<file path="src/rtl/dmem_arbiter.sv">
// rtl/dmem_arbiter.sv - two-requester data-memory arbiter with starvation guard and lockable burst.
// Optional statistics counters are built when DMEM_ARB_STATS_EN is defined.
module dmem_arbiter #(
    parameter int ADDR_W   = 11,
    parameter int DATA_W   = 32,
    parameter int MAX_WAIT = 8
) (
    input  logic              clock,
    input  logic              reset_n,
    input  logic              req0,
    input  logic              we0,
    input  logic [ADDR_W-1:0] addr0,
    input  logic [DATA_W-1:0] wdata0,
    output logic              gnt0,
    output logic              stall0,
    output logic              rvalid0,
    output logic [DATA_W-1:0] rdata0,
    input  logic              req1,
    input  logic              we1,
    input  logic [ADDR_W-1:0] addr1,
    input  logic [DATA_W-1:0] wdata1,
    input  logic              lock1,
    output logic              gnt1,
    output logic              rvalid1,
    output logic [DATA_W-1:0] rdata1,
    output logic [ADDR_W-1:0] mem_addr,
    output logic [DATA_W-1:0] mem_wdata,
    output logic              mem_write,
    input  logic [DATA_W-1:0] mem_rdata
`ifdef DMEM_ARB_STATS_EN
    ,
    output logic [15:0]       stat_gnt0,
    output logic [15:0]       stat_gnt1,
    output logic [15:0]       stat_force
`endif
);

    typedef enum logic [1:0] {
        ST_PRIO  = 2'd0,
        ST_FORCE = 2'd1,
        ST_LOCK  = 2'd2
    } state_t;

    localparam logic [7:0] LP_MAX    = 8'(MAX_WAIT);
    localparam logic [7:0] LP_MAX_M1 = 8'(MAX_WAIT - 1);

    state_t     r_state;
    state_t     w_state_nxt;
    logic [7:0] r_wait_cnt;
    logic [7:0] w_wait_nxt;
    logic       w_gnt0;
    logic       w_gnt1;
    logic       r_rvalid0;
    logic       r_rvalid1;

    always_comb begin
        w_gnt0      = 1'b0;
        w_gnt1      = 1'b0;
        w_state_nxt = r_state;
        w_wait_nxt  = r_wait_cnt;
        case (r_state)
            ST_PRIO: begin
                w_gnt0 = req0;
                w_gnt1 = req1 & ~req0;
                if (w_gnt1) begin
                    w_wait_nxt = 8'd0;
                    if (lock1) begin
                        w_state_nxt = ST_LOCK;
                    end
                end else if (req1) begin
                    if (r_wait_cnt != LP_MAX) begin
                        w_wait_nxt = r_wait_cnt + 8'd1;
                    end
                    // Forcing one cycle early caps the wait at MAX_WAIT+1 cycles.
                    if (r_wait_cnt >= LP_MAX_M1) begin
                        w_state_nxt = ST_FORCE;
                    end
                end
            end
            ST_FORCE: begin
                w_gnt1     = req1;
                w_wait_nxt = 8'd0;
                w_state_nxt = (req1 & lock1) ? ST_LOCK : ST_PRIO;
            end
            ST_LOCK: begin
                w_gnt1     = req1;
                w_wait_nxt = 8'd0;
                if (!lock1) begin
                    w_state_nxt = ST_PRIO;
                end
            end
            default: begin
                w_state_nxt = ST_PRIO;
                w_wait_nxt  = 8'd0;
            end
        endcase
        // No access may start while reset is asserted.
        if (!reset_n) begin
            w_gnt0 = 1'b0;
            w_gnt1 = 1'b0;
        end
    end

    always_ff @(posedge clock) begin
        if (!reset_n) begin
            r_state    <= ST_PRIO;
            r_wait_cnt <= 8'd0;
            r_rvalid0  <= 1'b0;
            r_rvalid1  <= 1'b0;
        end else begin
            r_state    <= w_state_nxt;
            r_wait_cnt <= w_wait_nxt;
            r_rvalid0  <= w_gnt0 & ~we0;
            r_rvalid1  <= w_gnt1 & ~we1;
        end
    end

    assign gnt0      = w_gnt0;
    assign gnt1      = w_gnt1;
    assign stall0    = req0 & ~w_gnt0;
    assign mem_addr  = w_gnt1 ? addr1 : addr0;
    assign mem_wdata = w_gnt1 ? wdata1 : wdata0;
    assign mem_write = (w_gnt0 & we0) | (w_gnt1 & we1);
    assign rvalid0   = r_rvalid0;
    assign rvalid1   = r_rvalid1;
    assign rdata0    = r_rvalid0 ? mem_rdata : '0;
    assign rdata1    = r_rvalid1 ? mem_rdata : '0;

`ifdef DMEM_ARB_STATS_EN
    logic w_force_entry;
    assign w_force_entry = (r_state == ST_PRIO) && (w_state_nxt == ST_FORCE);

    always_ff @(posedge clock) begin
        if (!reset_n) begin
            stat_gnt0  <= 16'd0;
            stat_gnt1  <= 16'd0;
            stat_force <= 16'd0;
        end else begin
            if (w_gnt0 && (stat_gnt0 != 16'hFFFF)) begin
                stat_gnt0 <= stat_gnt0 + 16'd1;
            end
            if (w_gnt1 && (stat_gnt1 != 16'hFFFF)) begin
                stat_gnt1 <= stat_gnt1 + 16'd1;
            end
            if (w_force_entry && (stat_force != 16'hFFFF)) begin
                stat_force <= stat_force + 16'd1;
            end
        end
    end
`endif

endmodule
</file>
<file path="config.mk">
export PLATFORM = sky130hd
export DESIGN_NAME = dmem_arbiter
export DESIGN_NICKNAME = d
export VERILOG_FILES = /design/src/rtl/dmem_arbiter.sv
export SDC_FILE = /design/constraint.sdc
export NUM_CORES = 1
export LEC_CHECK = 0
export BUFFER_PORTS_ARGS = -buffer_cell sky130_fd_sc_hd__buf_2
export CORE_AREA = 2 2 92 94
export CTS_BUF_LIST = sky130_fd_sc_hd__clkbuf_4
export CTS_CLUSTER_DIAMETER = 100
export DETAILED_ROUTE_END_ITERATION = 6
export DIE_AREA = 0 0 94 96
export GPL_TIMING_DRIVEN = 0
export PLACE_DENSITY = 0.6
export SLEW_MARGIN = 10
export SYNTH_ARGS = -nofsm -noshare
export SYNTH_HDL_FRONTEND = slang
export SYNTH_SLANG_ARGS = --single-unit
</file>
<file path="constraint.sdc">
create_clock -name clock -period 3.35 [get_ports clock]
set_clock_uncertainty 0.15 [all_clocks]
set_input_delay 0.67 -clock clock [delete_from_list [all_inputs] [get_ports clock]]
set_output_delay 0.67 -clock clock [all_outputs]
set_load 0.1 [all_outputs]
</file>
==> results of run 1 <==
==> worst max-delay path: cells and delay by family, from the launching register on <==
family / cells / cell delay (ns)
and+or+nand+nor: 3 / 0.43
buffers and inverters: 4 / 0.81
DFF: 1 / 0.41
muxes: 1 / 0.23
adders and majority gates: 1 / 0.26
==> kinds of logic (layout without fill, tap and decap cells) <==
| family | count (synthesis) | in the layout | synth area share, % |
|---|---|---|---|
| compound gates | 12 | 12 | 4.87 |
| flops | 12 | 12 | 14.8 |
| fa+ha+maj | 6 | 6 | 4.64 |
| mux | 45 | 45 | 31.1 |
| buf+inv | 18 | 262 | 6.10 |
| simple gates | 98 | 98 | 36.2 |
| xor+xnor | 4 | 4 | 2.16 |
==> timing repair <==
item                       4_1_cts  5_1_grt
pin swaps                        1        0
gates resized for setup          0       11
setup endpoints to repair       38       35
buffers inserted                 3        0
==> report_power, final <==
group / total (uW) / switching, uW / internal [uW]
Sequential: 152 / 5.16 / 146
Clock: 90.6 / 47.6 / 43.0
Combinational: 752 / 585 / 167
Total: 994 / 638 / 356
==> worst max path at each step <==
| stage | startpoint | cells past startpoint | to | slack (ns) |
|---|---|---|---|---|
| floorplan | req0 | 5 | mem_write | 0.09 |
| global placement | req0 | 7 | mem_wdata[24] | 0.05 |
| detailed placement | req0 | 7 | mem_wdata[24] | 0.05 |
| CTS | r_state[0] | 9 | mem_addr[7] | 0.04 |
| global route | r_state[0] | 9 | mem_wdata[7] | -0.0009 |
| finish | r_state[0] | 9 | mem_wdata[21] | 0.14 |
==> cell type report <==
type                    count  area [um^2]  area share [%]
multi-input cells         165         1280            42.6
repair buffers            240         1230            40.9
flip-flops and latches     12          240            7.97
well taps                 105          131            4.36
plain buffers              12         76.3            2.53
clock buffers               3         22.5           0.748
inverters                   6         22.5           0.748
clock inverters             1         3.75           0.125
==> metal layers <==
metal | track usage [%] | up-vias | part of all wire, %
li1 | - | 1147 | -
met1 | 17.2 | 1023 | 39
met2 | 25.4 | 148 | 51
met3 | 1.72 | 2 | 9.3
met4 | 2.29 | 0 | 0.31
met5 | 0 | - | 0
==> state kept, by name, indices dropped and copies added (netlist names) <==
name	count
rvalid1	1
rvalid0	1
r_wait_cnt	8
r_state	2
==> layout by cell type, fill, tap and decap left out, types with 2 or more instances in the layout <==
| cell type | count |
|---|---|
| clkbuf_4 | 13 |
| and3_1 | 2 |
| nor4_1 | 2 |
| nand4_1 | 4 |
| xor2_1 | 3 |
| nor2b_1 | 2 |
| inv_1 | 6 |
| mux2i_1 | 2 |
| buf_6 | 4 |
| and2_1 | 64 |
| buf_2 | 228 |
| nand2_1 | 8 |
| a21oi_1 | 4 |
| nand3_1 | 2 |
| o21ai_0 | 3 |
| or3_1 | 2 |
| buf_4 | 3 |
| mux2_2 | 43 |
| dfxtp_1 | 12 |
| ha_1 | 6 |
| clkbuf_1 | 7 |
| nor2_1 | 6 |
==> stage by stage <==
step	worst slack (ns)	cell area [um^2]	TNS (ns)
finish	0.136	3010	0
global route	-0.000868	3010	-0.000868
CTS	0.0367	2990	0
detailed placement	0.0475	2940	0
global placement	0.0536	2940	0
floorplan	0.0938	1620	0
==> metrics.md, run 1 <==
| Metric | Value |
|---|---|
| WHS | `0.362 ns` |
| Layout cells sized above 1 | `roughly two thirds` |
| Die area | `about 0.009 mm^2` |
| Nets | `approximately 570` |
| Average via count per standard cell | `approximately 4.3` |
| Layout area overhead | `86.1%` |
| DRT Wirelength | `7170 um` |
| CTS H-tree depth | `1` |
| Slew headroom | `59.9%` |
| Final Util | `a little under two fifths` |
| Ranking of synthesized cells by area | `mux2_2, and2_1, dfxtp_1, ha_1, buf_6` |
| Fin crit share | `approximately 96%` |
| Register area share after synthesis | `between 10% and 20%` |
| Flops & latches, synth | `12` |
| Largest net degree at the start of global routing | `11` |
| Net Count, Synth | `~330` |
| Slew Viols, Final | `0` |
| Die Ht | `between 90 and 100 um` |
| Clk_lat worst skew | `around 0.27 ns` |
| P per Cell Area | `330 mW/mm^2` |
| Setup CP Type | `reg -> out` |
| CP arrival | `~2.4 ns` |
| Worst-Margin Slew | `about 0.60 ns` |
| Routability cong. | `roughly 0.79` |
| PortBufs | `237` |
| Worst hold start | `r_wait_cnt[6]` |
| Crit path time final | `around 3.2 ns` |
| Hold path depth | `2` |
| Clock-pin transition on the worst setup and hold timing paths | `approximately 0.080 ns` |
| GRT overflow | `0` |
| CP required | `approximately 2.5 ns` |
| Worst Hold Class | `reg -> reg` |
| Most used flip-flop cell after synthesis | `dfxtp_1` |
| Share of the synthesized area in the top cell type | `between 20% and 30%` |
| EDFF count, synth | `0` |
| Synth cell count leaders | `and2_1, mux2_2, dfxtp_1` |
| Max rail drop VDD | `approximately 0.17 mV` |
| Placeable Area | `0.00805 mm^2` |
| Crit. End Element | `primary output` |
| Die width | `between 90 and 100 um` |
| Ports | `about 240` |
| Row count | `33` |
| GRT Overall Usage | `a little over an eighth` |
| Reg2Reg Depth | `4` |
| Worst R2R Start | `r_wait_cnt[4]` |
| Maximum buffer depth of the clock tree | `2` |
| Worst-path maximum fanout | `10` |
| # setup viols final | `0` |
| HPWL after detailed placement | `about 6400 um` |
| Crit-path cells | `inv_1, ha_1, and2b_1, nor2_2, nor3_4, buf_4, buf_6, mux2_2, buf_2` |
| FFs w/ async S/R, synth | `0%` |
| CTS root buf | `clkbuf_4` |
| CP max stage delay | `about 0.42 ns` |
| Hold Buf Count CTS | `0` |
| Leak | `approximately 0.0017 uW` |
| N_diodes | `0` |
| Cells after DPL | `537` |
| CTS tree | `built` |
| Clk sink count | `12` |
| Number of remaining DRC errors | `0` |
| Synthesis Warnings | `0` |
| Cells after synthesis | `approximately 200` |
| Vias in the first global route | `between 2000 and 2500` |
| Global-route wire length before repair | `9870 um` |
| Syn avg cell area | `8.30 um^2` |
| Maxcap violations | `0` |
| Drt initial violations | `32` |
| Critical R2R Capture | `r_state[0]` |
| WL/cell | `roughly 13 um` |
| Fin. Hold Viols | `0` |
| Count leader, synth | `and2_1` |
| Initial antenna violation count | `0` |
| Fill cells | `between 800 and 900` |
| Hold Path Sink | `r_wait_cnt[6]` |
| Synth area leader | `mux2_2` |
| Num CTS Buffers | `3` |
| Vias | `about 2300` |
| Cell area after synthesis | `~0.0016 mm^2` |
| Reg2Reg Setup Slack | `approximately 1.6 ns` |
| Status | `finished, final reports clean` |
| DR pass1 iterations | `4` |
| Post-Layout Cell Count | `544` |
| Final Total Pwr | `just under 1000 uW` |
| Antenna-violating nets left | `0` |
| Critical-path top delay cell | `buf_2` |
| F_max | `approximately 310 MHz` |
| Post-synthesis cell type count | `31` |
| CP Launch Type | `register` |
| Starting Density | `roughly a fifth` |
No activity file was read; power rests on OpenSTA's default activity.
==> run 2, diff against run 1 <==
==> config.mk (replaced) <==
export PLATFORM = sky130hd
export DESIGN_NAME = dmem_arbiter
export DESIGN_NICKNAME = d
export VERILOG_FILES = /design/src/rtl/dmem_arbiter.sv
export SDC_FILE = /design/constraint.sdc
export NUM_CORES = 1
export LEC_CHECK = 0
export CORE_AREA = 2 2 91 93
export CTS_BUF_LIST = sky130_fd_sc_hd__clkbuf_4
export CTS_CLUSTER_DIAMETER = 100
export DETAILED_ROUTE_END_ITERATION = 6
export DIE_AREA = 0 0 93 95
export DONT_BUFFER_PORTS = 1
export GPL_TIMING_DRIVEN = 0
export PLACE_DENSITY = 0.35
export REMOVE_ABC_BUFFERS = 1
export SLEW_MARGIN = 10
export SYNTH_ARGS = -nofsm -noshare
export SYNTH_HDL_FRONTEND = slang
export SYNTH_SLANG_ARGS = --single-unit
==> run 2 against run 1 <==
Compared with the run above: flip-flop and latch count unchanged; hold slack got worse by 0.070 ns; register-to-register slack got worse by 0.11 ns; die area decreased by 2.1%; first-iteration DRC count decreased by 31%; sequential share of layout area increased by 4.9 points; total power decreased by 11%; highest routed layer unchanged; maximum frequency increased by 0.12%; global-route usage decreased by 2.9 points; setup slack improved by 0.0040 ns.
==> metrics.md, run 2 (synthesized netlist as in run 1, its figures left out) <==
| Metric | Value |
|---|---|
| WL/cell | `18.9 um (+43%)` |
| Vias in the first global route | `1308 (-37%)` |
| GRT Overall Usage | `10.8% (-2.9 points)` |
| Row count | `33 (unchanged)` |
| Layout area overhead | `16.5%` |
| Number of remaining DRC errors | `0 (unchanged)` |
| Clk sink count | `12 (unchanged)` |
| Worst-Margin Slew | `1.21 ns (+0.615 ns)` |
| Maxcap violations | `0 (unchanged)` |
| Antenna-violating nets left | `0 (unchanged)` |
| PortBufs | `0 (-100%)` |
| Vias | `1445 (-38%)` |
| Layout cells sized above 1 | `32.3% (-35 points)` |
| CTS H-tree depth | `1 (unchanged)` |
| HPWL after detailed placement | `4990 um (-22%)` |
| Worst Hold Class | `in -> reg` |
| Final instance area | `0.00189 mm^2 (-37%)` |
| Largest net degree at the start of global routing | `33 (+22)` |
| Max rail drop VDD | `0.201 mV (+16%)` |
| Ports | `238 (unchanged)` |
| Fin crit share | `95.8% (-0.12 points)` |
| Post-route setup slack | `0.140 ns (+0.00399 ns)` |
| # setup viols final | `0 (unchanged)` |
| Maximum buffer depth of the clock tree | `2 (unchanged)` |
| N_diodes | `0 (unchanged)` |
| Average via count per standard cell | `4.82 (+13%)` |
| Drt initial violations | `22 (-31%)` |
| Biggest register | `r_wait_cnt` |
| Clock-pin transition on the worst setup and hold timing paths | `0.08 ns (about the same)` |
| Initial antenna violation count | `0 (unchanged)` |
| Nets | `327 (-43%)` |
| P per Cell Area | `469 mW/mm^2 (+42%)` |
| Fin. Hold Viols | `0 (unchanged)` |
| GRT overflow | `0 (unchanged)` |
| Slew Viols, Final | `0 (unchanged)` |
| Max reg flops | `8 (unchanged)` |
| Reg power frac | `17.8% (+2.6 points)` |
| Sw Ratio | `68.7% (+4.5 points)` |
| Combinational share of power | `71.2% (-4.4 points)` |
| CP required | `2.53 ns (about the same)` |
| DRT Wirelength | `5660 um (-21%)` |
| Crit path time final | `3.21 ns (-0.00399 ns)` |
| Starting Density | `20.4% (+0.31 points)` |
| Hold Buf Count CTS | `0 (unchanged)` |
| Placeable Area | `0.00793 mm^2 (-1.5%)` |
| Post-Layout Cell Count | `300 (-45%)` |
| Crit. End Element | `primary output` |
| Biggest regs | `r_wait_cnt: 8 flops, r_state: 2 flops` |
| CP max stage delay | `0.59 ns (+0.17 ns)` |
| Die Ht | `95 um (-1.0%)` |
| Num CTS Buffers | `3 (unchanged)` |
| CP Launch Type | `register` |
| Buf+Inv Stages, Crit Path | `3 (-1)` |
| Area of placed instances | `0.00179 mm^2 (-39%)` |
| Die width | `93 um (-1.1%)` |
| CP arrival | `2.39 ns (about the same)` |
| Critical-path top delay cell | `mux2_2` |
| Most common cell after layout, fill and taps aside | `and2_1` |
| Worst slack, placed | `-0.0684 ns (-0.116 ns)` |
| Routability cong. | `0.721 (-8.8%)` |
| DR pass1 iterations | `4 (unchanged)` |
| Status | `finished, final reports clean` |
| Clk_lat worst skew | `0.28 ns (about the same)` |
| Leak | `0.000724 uW (-58%)` |
| Setup CP Type | `reg -> out` |
| CTS tree | `built` |
| Slew headroom | `18.8% (-41 points)` |
| Net Sw Power | `607 uW (-4.8%)` |
| Fill cells | `879 (+2.4%)` |
| Die area | `0.00884 mm^2 (-2.1%)` |
| Global-route wire length before repair | `7080 um (-28%)` |
| RSZ-0062 raised after global routing | `yes` |
| Internal power | `277 uW (-22%)` |
| F_max | `312 MHz (+0.12%)` |
| CTS root buf | `clkbuf_4` |
| Commonest cells after routing, fill and taps aside | `and2_1, mux2_2, dfxtp_1, nand2_1, mux2_4` |
| Worst-path maximum fanout | `23 (+13)` |
| Crit-path cells | `inv_1, ha_1, and2b_1, nor2_2, nor3_4, buf_12, buf_8, mux2_2` |
| Crit path max-delay family | `multiplexers` |
| Cells after DPL | `293 (-45%)` |
| Clock power share | `11.0% (+1.9 points)` |
## run 2: cell types whose count changed in the layout (fill, tap and decap cells not counted), moves of 2 or more
cell	previous run	this run
buf_2	228	0
clkbuf_4	13	3
mux2_2	43	35
mux2_4	0	8
clkbuf_1	7	0
buf_16	0	3
buf_6	4	1
dfxtp_1	12	10
dfxtp_2	0	2
## run 2: path summary, 6_finish.rpt
path / start / end / slack (ns) / depth (start not counted)
worst max register to register: r_state[0] / r_state[0] / 1.44 / 5
worst min-delay path: we0 / rvalid0 / 0.29 / 1
worst min register to register: r_wait_cnt[7] / r_wait_cnt[7] / 0.35 / 2
worst max-delay path: r_state[0] / mem_wdata[12] / 0.14 / 8
## run 2: stage by stage
step	total power, uW	utilization [%]	hold WS, ns	TNS, ns
final	884	23.8	0.292	0
after global routing	911	23.8	0.278	-0.0356
after CTS	885	23.4	0.284	-0.254
after detailed placement	779	22.6	0.339	-0.465
after global placement	767	21.1	0.326	-56.70
after floorplan	744	-	0.308	-42.50
## run 2: area by class of cell
cell class              count  area, um^2  share of cell area, %
inverters                   6        22.5                   1.19
flip-flops and latches     12         243                   12.9
clock buffers               3        22.5                   1.19
repair buffers              8         144                   7.63
multi-input cells         165        1320                   69.9
well taps                 105         131                   6.97
clock inverters             1        3.75                  0.199
## run 2: repair_timing
action                                 CTS  global route
setup endpoints to repair               44            40
buffers inserted                         3             0
endpoints found under the hold margin    0             0
pin swaps                                1             0
resized for setup                        3             8
## run 2: power by group through the flow
| stage | clock [uW] | combinational (uW) | sequential [uW] |
|---|---|---|---|
| floorplan | 0 | 581 | 163 |
| global placement | 0 | 601 | 167 |
| detailed placement | 0 | 618 | 161 |
| CTS | 103 | 625 | 158 |
| global route | 109 | 643 | 159 |
| finish | 97.1 | 629 | 157 |
## run 2: per-layer routing
layer  vias to the layer above  part of all wire, %  global-route usage (%)
li1                        665                    -                       -
met1                       631                   34                    11.6
met2                       147                   54                    21.3
met3                         2                   11                    2.87
met4                         0                 0.48                    1.84
met5                         -                    0                       0
## run 2: worst register-to-register path: cells and delay by family (launching register included)
kind / cells / cell delay, ns
DFF: 1 / 0.40
AOI/OAI and AO/OA: 1 / 0.20
and+or+nand+nor: 2 / 0.71
adders and majority gates: 1 / 0.27
buffers and inverters: 1 / 0.08
==> run 3, diff against run 2 <==
--- a/config.mk
+++ b/config.mk
@@ -5,14 +5,15 @@
 export SDC_FILE = /design/constraint.sdc
 export NUM_CORES = 1
 export LEC_CHECK = 0
-export CORE_AREA = 2 2 91 93
+export ABC_AREA = 1
+export BUFFER_PORTS_ARGS = -buffer_cell sky130_fd_sc_hd__buf_2
+export CORE_AREA = 2 2 92 94
 export CTS_BUF_LIST = sky130_fd_sc_hd__clkbuf_4
 export CTS_CLUSTER_DIAMETER = 100
 export DETAILED_ROUTE_END_ITERATION = 6
-export DIE_AREA = 0 0 93 95
-export DONT_BUFFER_PORTS = 1
+export DIE_AREA = 0 0 94 96
 export GPL_TIMING_DRIVEN = 0
-export PLACE_DENSITY = 0.35
+export PLACE_DENSITY = 0.73
 export REMOVE_ABC_BUFFERS = 1
 export SLEW_MARGIN = 10
 export SYNTH_ARGS = -nofsm -noshare
==> run 3 against run 2 <==
Compared with the run above: synthesized cell count up 100%; sequential share of layout area down 5.4 points; hold slack better by 0.025 ns; combinational power rose to 3.9 times the previous value; clock-buffer cell count unchanged; utilization up 16 points; critical path depth up 1; cell count up 140%; setup slack better by 0.045 ns; global-route usage up 3.1 points; routed wire length up 30%; register-to-register slack better by 0.20 ns.
==> metrics.md, run 3 <==
| Metric | Value |
|---|---|
| CTS H-tree depth | `1 (unchanged)` |
| Nets | `755 (+130%)` |
| Worst-path maximum fanout | `45 (+96%)` |
| CTS tree | `built` |
| Synthesis Warnings | `0 (unchanged)` |
| Maxcap violations | `0 (unchanged)` |
| Average via count per standard cell | `4.03 (-16%)` |
| HPWL after detailed placement | `6110 um (+22%)` |
| Max rail drop VDD | `0.574 mV (+190%)` |
| GRT Overall Usage | `13.9% (+3.1 points)` |
| Most common cell after layout, fill and taps aside | `nand2_1` |
| Most used flip-flop cell after synthesis | `dfxtp_1` |
| Maximum buffer depth of the clock tree | `2 (unchanged)` |
| Vias in the first global route | `2315 (+77%)` |
| Buf+Inv Stages, Crit Path | `3 (unchanged)` |
| Ports | `238 (unchanged)` |
| Crit-path most repeated cell | `nand2_1` |
| Die area | `0.00902 mm^2 (+2.1%)` |
| Net Sw Power | `2170 uW (+260%)` |
| Clk_lat worst skew | `0.27 ns (about the same)` |
| RSZ-0062 raised after global routing | `no` |
| Die width | `94 um (+1.1%)` |
| Crit path time final | `3.16 ns (-0.0453 ns)` |
| GRT overflow | `0 (unchanged)` |
| Cells after DPL | `724 (+150%)` |
| P per Cell Area | `868 mW/mm^2 (+85%)` |
| Fin. Hold Viols | `0 (unchanged)` |
| Slew headroom | `26.1% (+7.3 points)` |
| DRT Wirelength | `7380 um (+30%)` |
| Initial antenna violation count | `0 (unchanged)` |
| Flops & latches, synth | `12 (unchanged)` |
| CP arrival | `2.34 ns (-0.05 ns)` |
| PortBufs | `237 (+237)` |
| Leak | `0.00251 uW (+250%)` |
| Synth area leader | `nand2_1` |
| CP required | `2.53 ns (about the same)` |
| Cells after synthesis | `396 (+100%)` |
| Start point of the critical path | `r_state[0]` |
| Routability cong. | `0.803 (+12%)` |
| FFs w/ async S/R, synth | `0% (unchanged)` |
| Layout cells sized above 1 | `40.6% (+8.3 points)` |
| N_diodes | `0 (unchanged)` |
| Num CTS Buffers | `3 (unchanged)` |
| Status | `finished, final reports clean` |
| Critical R2R Capture | `r_wait_cnt[1]` |
| Post-CTS Setup Bufs | `0 (-3)` |
| Global-route wire length before repair | `10200 um (+44%)` |
| Hold path depth | `2 (+1)` |
| Number of remaining DRC errors | `0 (unchanged)` |
| Synth cell count leaders | `nand2_1, inv_1, nor2_1` |
| Ranking of synthesized cells by area | `nand2_1, inv_1, dfxtp_1, ha_1, nor2_1` |
| Cell area after synthesis | `0.00185 mm^2 (+14%)` |
| Crit-path cells | `inv_1, ha_1, nand3_2, nand2_1, nand2_8, clkinv_8, nand2_1, nand2_1, buf_2` |
| Max reg flops | `8 (unchanged)` |
| Clock-pin transition on the worst setup and hold timing paths | `0.08 ns (about the same)` |
| Slew Viols, Final | `0 (unchanged)` |
| Largest net degree at the start of global routing | `46 (+39%)` |
| Crit. End Element | `primary output` |
| Worst-Margin Slew | `1.11 ns (-0.103 ns)` |
| Worst R2R Start | `r_state[0]` |
| Biggest register | `r_wait_cnt` |
| Critical-path top delay cell | `buf_2` |
| Vias | `2931 (+100%)` |
| Syn avg cell area | `4.66 um^2 (-44%)` |
| Die Ht | `96 um (+1.1%)` |
| EDFF count, synth | `0 (unchanged)` |
| Combinational share of power | `89.3% (+18 points)` |
| Setup CP Type | `reg -> out` |
| Register area share after synthesis | `13.0% (-1.8 points)` |
| Fin crit share | `94.5% (-1.4 points)` |
| Layout area overhead | `73.7%` |
| Reg2Reg Depth | `8 (+3)` |
| Final instance area | `0.00321 mm^2 (+70%)` |
| Internal power | `614 uW (+120%)` |
| Starting Density | `22.9% (+2.5 points)` |
| CP Launch Type | `register` |
| Area of placed instances | `0.00308 mm^2 (+72%)` |
| Fill cells | `925 (+5.2%)` |
| CTS root buf | `clkbuf_4` |
| Count leader, synth | `nand2_1` |
| Antenna-violating nets left | `0 (unchanged)` |
| Row count | `33 (unchanged)` |
| Reg power frac | `7.4% (-10 points)` |
| Sw Ratio | `77.9% (+9.3 points)` |
| Worst hold start | `r_wait_cnt[4]` |
| Clk sink count | `12 (unchanged)` |
| WL/cell | `10.1 um (-46%)` |
| Worst Hold Class | `reg -> reg` |
| Share of the synthesized area in the top cell type | `46.0% (+16 points)` |
| Post-Layout Cell Count | `728 (+140%)` |
| Hold Path Sink | `r_wait_cnt[4]` |
| CP max stage delay | `0.42 ns (-0.17 ns)` |
| Placeable Area | `0.00805 mm^2 (+1.6%)` |
| Crit path max-delay family | `buffers and inverters` |
| Clock power share | `3.3% (-7.7 points)` |
| # setup viols final | `0 (unchanged)` |
| F_max | `316 MHz (+1.4%)` |
| Drt initial violations | `95 (+330%)` |
| Hold Buf Count CTS | `0 (unchanged)` |
| Reg2Reg Setup Slack | `1.64 ns (+0.20 ns)` |
| Post-synthesis cell type count | `22 (-29%)` |
| Commonest cells after routing, fill and taps aside | `nand2_1, buf_2, inv_1, clkbuf_4, nor2_1` |
| Biggest regs | `r_wait_cnt: 8 flops, r_state: 2 flops` |
| DR pass1 iterations | `4 (unchanged)` |
run 3: cell types whose count changed in the layout (fill, tap and decap cells not counted), moves of 4 or more:
cell	previous run	this run
nand2_1	8	226
buf_2	0	204
inv_1	6	81
and2_1	64	0
mux2_2	35	0
clkbuf_4	3	36
nor2_1	6	16
mux2_4	8	0
nand3_1	2	10
inv_2	0	5
a21oi_1	4	8
o21ai_1	0	4
run 3: routing by layer:
metal / up-vias / part of all wire [%] / global-route usage (%)
li1: 1582 / - / -
met1: 1185 / 42 / 17.6
met2: 158 / 47 / 24.6
met3: 6 / 9.3 / 2.51
met4: 0 / 1.5 / 3.26
met5: - / 0 / 0
run 3: logic make-up after synthesis:
logic type	after synthesis	share of synthesized area, %
AO/OA/AOI/OAI	13	3.73
XOR/XNOR	1	0.475
adder cells (fa/ha/maj)	6	4.07
buffers and inverters	101	22.7
flip-flops	12	13.0
AND/OR/NAND/NOR	263	56.0
run 3: how the worst max path moves through the flow:
stage | slack (ns) | end | cells after the start
after global placement | -0.30 | mem_write | 7
after CTS | 0.1 | mem_write | 8
final | 0.19 | mem_wdata[1] | 9
after detailed placement | -0.27 | mem_write | 7
after floorplan | -1.66 | stall0 | 3
after global routing | 0.002 | mem_wdata[1] | 9
run 3: timing repair:
action / CTS / global route
hold endpoints to repair: 0 / 0
gates resized for setup: 3 / 33
setup endpoints to repair: 45 / 33
run 3: cell type report:
cell class | instances | area, um^2 | area share [%]
Timing Repair Buffer | 237 | 1270 | 39.6
Clock buffer | 3 | 22.5 | 0.703
Inverter | 87 | 339 | 10.6
Multi-Input combinational cell | 283 | 1200 | 37.4
Sequential cell | 12 | 240 | 7.49
Clock inverter | 1 | 3.75 | 0.117
Tap cell | 105 | 131 | 4.10
run 3: stage by stage:
stage / power (uW) / setup slack [ns] / utilization, % / hold slack (ns) / setup TNS, ns
6_report: 2780 / 0.186 / 39.8 / 0.317 / 0
5_1_grt: 2930 / 0.00225 / 39.8 / 0.332 / 0
4_1_cts: 2740 / 0.0963 / 38.8 / 0.317 / 0
3_5_place_dp: 2630 / -0.269 / 38.2 / 0.307 / -6.05
3_3_place_gp: 2630 / -0.302 / 38.2 / 0.302 / -7.17
2_1_floorplan: 2240 / -1.66 / - / 0.284 / -3.37
run 3: worst register-to-register path, cell delays in order, from the launching register on:
cell and delay (ns):
dfxtp_1 0.33, inv_1 0.10, ha_1 0.29, inv_2 0.08, nor2_2 0.14, inv_2 0.05, nor2_2 0.25, o21ai_1 0.12
a21oi_1 0.14
run 3: power by group through the flow:
stage	Clock [uW]	Sequential (uW)	Combinational (uW)
global route	104	214	2610
floorplan	0	223	2020
global placement	0	211	2420
finish	91.9	207	2480
detailed placement	0	211	2420
CTS	98.0	208	2440
